[src/rtl/mips_pkg.sv]
// Shared MIPS pipeline types: writeback result source, load kinds and the
// hard-wired zero register index.
package mips_pkg;

  typedef enum logic [1:0] {
    WB_ALU  = 2'd0,
    WB_MEM  = 2'd1,
    WB_LINK = 2'd2
  } wb_sel_e;

  typedef enum logic [2:0] {
    LT_LW  = 3'd0,
    LT_LH  = 3'd1,
    LT_LHU = 3'd2,
    LT_LB  = 3'd3,
    LT_LBU = 3'd4
  } load_type_e;

  localparam logic [4:0] REG_ZERO = 5'd0;

endpackage

[src/rtl/load_align.sv]
// Big-endian load lane selection and extension from an aligned memory word,
// plus the natural-alignment check for word and halfword loads.
module load_align
  import mips_pkg::*;
(
  input  logic [31:0] mem_rdata,
  input  logic [1:0]  addr,
  input  logic [2:0]  load_type,
  output logic [31:0] data,
  output logic        mis
);

  function automatic logic [31:0] sext8(input logic signed [7:0] b);
    logic signed [31:0] w;
    w = 32'(b);
    return w;
  endfunction

  function automatic logic [31:0] sext16(input logic signed [15:0] h);
    logic signed [31:0] w;
    w = 32'(h);
    return w;
  endfunction

  logic [7:0]  byte_v;
  logic [15:0] half_v;

  // Lane 0 is the most significant byte.
  always_comb begin
    byte_v = mem_rdata[7:0];
    case (addr)
      2'd0:    byte_v = mem_rdata[31:24];
      2'd1:    byte_v = mem_rdata[23:16];
      2'd2:    byte_v = mem_rdata[15:8];
      default: byte_v = mem_rdata[7:0];
    endcase
    half_v = addr[1] ? mem_rdata[15:0] : mem_rdata[31:16];
  end

  always_comb begin
    data = mem_rdata;
    mis  = (addr != 2'd0);
    case (load_type_e'(load_type))
      LT_LH: begin
        data = sext16(half_v);
        mis  = addr[0];
      end
      LT_LHU: begin
        data = {16'h0000, half_v};
        mis  = addr[0];
      end
      LT_LB: begin
        data = sext8(byte_v);
        mis  = 1'b0;
      end
      LT_LBU: begin
        data = {24'h000000, byte_v};
        mis  = 1'b0;
      end
      default: begin
        data = mem_rdata;
        mis  = (addr != 2'd0);
      end
    endcase
  end

endmodule

[src/rtl/writeback_stage.sv]
// MIPS MEM/WB pipeline register with result selection, load alignment,
// $0 protection and a committed-write counter.
module writeback_stage
  import mips_pkg::*;
#(
  parameter int DATA_W = 32
) (
  input  logic              clk,
  input  logic              rst,
  input  logic              in_valid,
  output logic              in_ready,
  input  logic              stall,
  input  logic              flush,
  input  logic              reg_write_in,
  input  logic [4:0]        dest,
  input  logic [1:0]        wb_sel,
  input  logic [2:0]        load_type,
  input  logic [DATA_W-1:0] alu_result,
  input  logic [DATA_W-1:0] mem_rdata,
  input  logic [DATA_W-1:0] pc_plus4,
  output logic [4:0]        number,
  output logic [DATA_W-1:0] write_data,
  output logic              reg_write,
  output logic              misaligned,
  output logic [31:0]       retire_count
);

  logic [DATA_W-1:0] ld_data;
  logic              ld_mis;
  logic              mis;
  logic [DATA_W-1:0] result;

  logic [4:0]        number_d,       number_q;
  logic [DATA_W-1:0] write_data_d,   write_data_q;
  logic              reg_write_d,    reg_write_q;
  logic              misaligned_d,   misaligned_q;
  logic [31:0]       retire_count_d, retire_count_q;

  load_align u_load_align (
    .mem_rdata (mem_rdata),
    .addr      (alu_result[1:0]),
    .load_type (load_type),
    .data      (ld_data),
    .mis       (ld_mis)
  );

  assign in_ready = !stall;

  always_comb begin
    mis    = in_valid && (wb_sel_e'(wb_sel) == WB_MEM) && ld_mis;
    result = alu_result;
    case (wb_sel_e'(wb_sel))
      WB_MEM:  result = ld_data;
      WB_LINK: result = pc_plus4;
      default: result = alu_result;
    endcase
  end

  // Flush forces a capture so the killed instruction never lingers behind a stall.
  always_comb begin
    number_d       = number_q;
    write_data_d   = write_data_q;
    reg_write_d    = reg_write_q;
    misaligned_d   = misaligned_q;
    retire_count_d = retire_count_q + {31'b0, reg_write_q};
    if (!stall || flush) begin
      number_d     = dest;
      write_data_d = result;
      reg_write_d  = in_valid && reg_write_in && !flush && (dest != REG_ZERO) && !mis;
      misaligned_d = in_valid && !flush && mis;
    end
  end

  always_ff @(posedge clk) begin
    if (rst) begin
      number_q       <= '0;
      write_data_q   <= '0;
      reg_write_q    <= 1'b0;
      misaligned_q   <= 1'b0;
      retire_count_q <= '0;
    end else begin
      number_q       <= number_d;
      write_data_q   <= write_data_d;
      reg_write_q    <= reg_write_d;
      misaligned_q   <= misaligned_d;
      retire_count_q <= retire_count_d;
    end
  end

  assign number       = number_q;
  assign write_data   = write_data_q;
  assign reg_write    = reg_write_q;
  assign misaligned   = misaligned_q;
  assign retire_count = retire_count_q;

endmodule

[config.mk]
export PLATFORM = sky130hd
export DESIGN_NAME = writeback_stage
export DESIGN_NICKNAME = d
export VERILOG_FILES = /design/src/rtl/mips_pkg.sv /design/src/rtl/load_align.sv /design/src/rtl/writeback_stage.sv
export SDC_FILE = /design/constraint.sdc
export NUM_CORES = 1
export LEC_CHECK = 0
export CORE_MARGIN = 2
export CORE_UTILIZATION = 48
export DETAILED_ROUTE_END_ITERATION = 12
export PLACE_DENSITY = 0.9
export SLEW_MARGIN = 10
export SYNTH_ARGS = -nofsm -noshare
export SYNTH_HDL_FRONTEND = slang
export SYNTH_SLANG_ARGS = --single-unit
export TNS_END_PERCENT = 100
[constraint.sdc]
create_clock -name clk -period 5.7 [get_ports clk]
set_input_delay 1.14 -clock clk [delete_from_list [all_inputs] [get_ports clk]]
set_output_delay 1.14 -clock clk [all_outputs]
set_load 0.005 [all_outputs]
==> qor.csv <==
metric;value;unit
grt_pass1_vias;5305;
drive_above_1_share;6.20;%
fin_ws;1.70;ns
vias_per_cell;6.48;
finalSetupViolCount;0;
end_kind;flop;
worstReg2RegStart;reg_write;
core;9280;um2
min_period_over_period;70.2;%
overflow;0;
ios;184;
async_flop_share;0;%
cts.path.max_buffers;2;
slowest_stage;nand2_1;
clk_latency;0.36;ns
yosys_register_bits;71;
routed_wirelength;16.7;mm
wire_per_inst;19.1;um
final_area;6640;um2
ir_worst_vdd;0.151;mV
period_minus_slack;4.00;ns
htree_levels;3;
hold_slack;0.464;ns
pre_cts_ws;1.48;ns
synth_nets;710;
postCtsSetupBuffers;0;
netlist_instances;594;
cts_hold_repair.buffers;0;
powerDensity;203;nW/um2
worstPathMaxFanout;51;
die_w;102;um
start_util;49.6;%
yosysUniqueCellTypes;67;
grt_max_degree;52;
synth-main-ff-cell;dfxtp_1;
seq_area_frac_synth;30.9;%
dp_hpwl;11.9;mm
row_count;35;
worstPathCellList;clkdlybuf4s50_1 -> nand2b_2 -> nand2_1 -> a2111oi_0 -> a211oi_1;
fmax;250;MHz
ys_warn_count;0;
dieArea;10400;um2
grt_antenna_before_repair;0;
crit_path_end;write_data[29];
fin_skew;0.0125;ns
fin_setup_tns;0;ns
nNetsFinal;853;
final_hold_viol_count;0;
grt_use_total;31.1;%
tightest_slew;1.17;ns
io_buffers;183;
ant_nets;0;
r2r-end;retire_count[30];
die_h;102;um
startpoint;flush;
syn-cell-area;4610;um2
area_growth;44.1;%
cts_tree;yes;
root_buffer;clkbuf_8;
vias;5648;
fin_util;71.5;%
crit_type;input port to flop;
cts_buffers;9;
rsz0062_at_grt;no;
n_antenna_cell;0;
dpl_cell_area;6400;um2
syn_area_per_cell;7.76;um2
drc;0;
hold_depth;2;
grt_first_pass_wirelength;25.9;mm
clk_pin_slew;0.09;ns
worstPathArrival;4.20;ns
routabilityCongestion;0.912;
cts_resized;0;
max_slew_margin;21.7;%
max_stage_delay;0.84;ns
status;complete, no violations;
drtIter0Drc;460;
critPathRequiredTime;5.90;ns
slew_violations;0;
p_leak;2.26;nW
rr_worst_depth;6;
dr.pass1.iters;6;
hp-class;flop to flop;
startpoint_type;input port;
cts_sinks;71;
r2r_setup_slack;3.45;ns
maxCapViolCount;0;
synth_edf_count;0;
## Yosys cell counts (all sizes together), types with 3 or more instances
cell / number / share of area [%]
xnor2: 7 / 1.3
and3: 3 / 0.41
ha: 4 / 1.1
nand2: 72 / 5.9
buf: 16 / 1.8
clkbuf: 39 / 3.2
o22ai: 6 / 0.81
o2bb2ai: 7 / 1.3
and4: 7 / 1.4
nor4: 4 / 0.54
nor3: 5 / 0.54
o31ai: 13 / 2.1
or4: 12 / 2.0
nor2: 21 / 1.9
a221oi: 5 / 0.95
a21oi: 48 / 5.2
and2: 3 / 0.41
nor2b: 15 / 2.0
inv: 7 / 0.57
nand3b: 4 / 0.65
a222oi: 6 / 1.3
or2: 8 / 1.1
dfxtp: 71 / 31
o211ai: 6 / 0.98
nand3: 22 / 2.4
a211oi: 20 / 3.4
a31oi: 3 / 0.41
mux2: 3 / 0.73
or3: 8 / 1.1
a21o: 24 / 3.9
o21ai: 46 / 5.0
nand2b: 5 / 0.68
nand4: 17 / 2.8
a311oi: 9 / 1.7
a2111oi: 16 / 3.0
xor2: 7 / 1.3
## where the power goes
group | leakage [nW] | switching [W] | internal (W) | total (W)
Combinational | 1.57 | 0.000161 | 0.000174 | 0.000336
Sequential | 0.581 | 0.0000151 | 0.000521 | 0.000536
Clock | 0.111 | 0.000224 | 0.000252 | 0.000476
## area by class of cell
cell class | instances | area [um2]
inverter | 8 | 30.0
sequential | 71 | 1420
fill | 730 | 2650
clock buffer | 9 | 124
clock inverter | 7 | 103
timing repair buffer | 187 | 1860
tap | 129 | 161
multi-input combinational | 460 | 2940
## worst max-delay path, delay by kind of cell
family	cells	cell delay (ns)
and+or+nand+nor	2	1.63
AOI/OAI and AO/OA	2	0.81
buffers and inverters	1	0.59
## kinds of logic (layout without fill, tap and decap cells)
group	count (synthesis)	in the layout	share of synthesized area, %
AO/OA/AOI/OAI	224	224	33.2
AND/OR/NAND/NOR	212	212	25.0
flip-flops	71	71	30.9
buffers and inverters	63	211	5.59
XOR/XNOR	14	14	2.66
adder cells (fa/ha/maj)	5	5	1.30
multiplexers	5	5	1.44
## layout by cell type, fill, tap and decap left out, types with 7 or more instances in the layout
master / n
a2111oi_0: 16
a211oi_1: 19
a21o_1: 24
a21oi_1: 48
a311oi_1: 9
clkbuf_8: 9
clkdlybuf4s50_1: 182
dfxtp_1: 71
inv_1: 7
nand2_1: 72
nand3_1: 22
nand4_1: 15
nor2_1: 20
nor2b_1: 14
o21ai_0: 45
o2bb2ai_1: 7
o31ai_1: 13
or2_2: 7
or3_1: 8
or4_1: 11
xor2_1: 7
## metal layers
layer	global-route usage (%)	share of wire (%)	vias up
met5	0	0	-
met4	15.3	3.9	0
met3	5.40	11	68
met2	54.0	49	407
met1	37.1	36	2619
li1	-	-	2554
## sequential cells by signal, summed over array words and instances (netlist names)
register / count
retire_count: 32
write_data: 32
number: 5
misaligned: 1
reg_write: 1
## metrics by stage
stage,cells,power (W)
global placement,855,0.000862
finish,871,0.00135
global route,871,0.00139
CTS,871,0.00134
detailed placement,855,0.000873
floorplan,594,0.000696
## how the worst min path moves through the flow
stage          startpoint        end  slack, ns
2_1_floorplan   number[0]  number[0]       0.45
3_3_place_gp    number[2]  number[2]       0.44
3_5_place_dp    number[4]  number[4]       0.45
4_1_cts         number[4]  number[4]       0.47
5_1_grt         number[0]  number[0]       0.50
6_report        number[4]  number[4]       0.46
No activity file was read; power rests on OpenSTA's default activity.
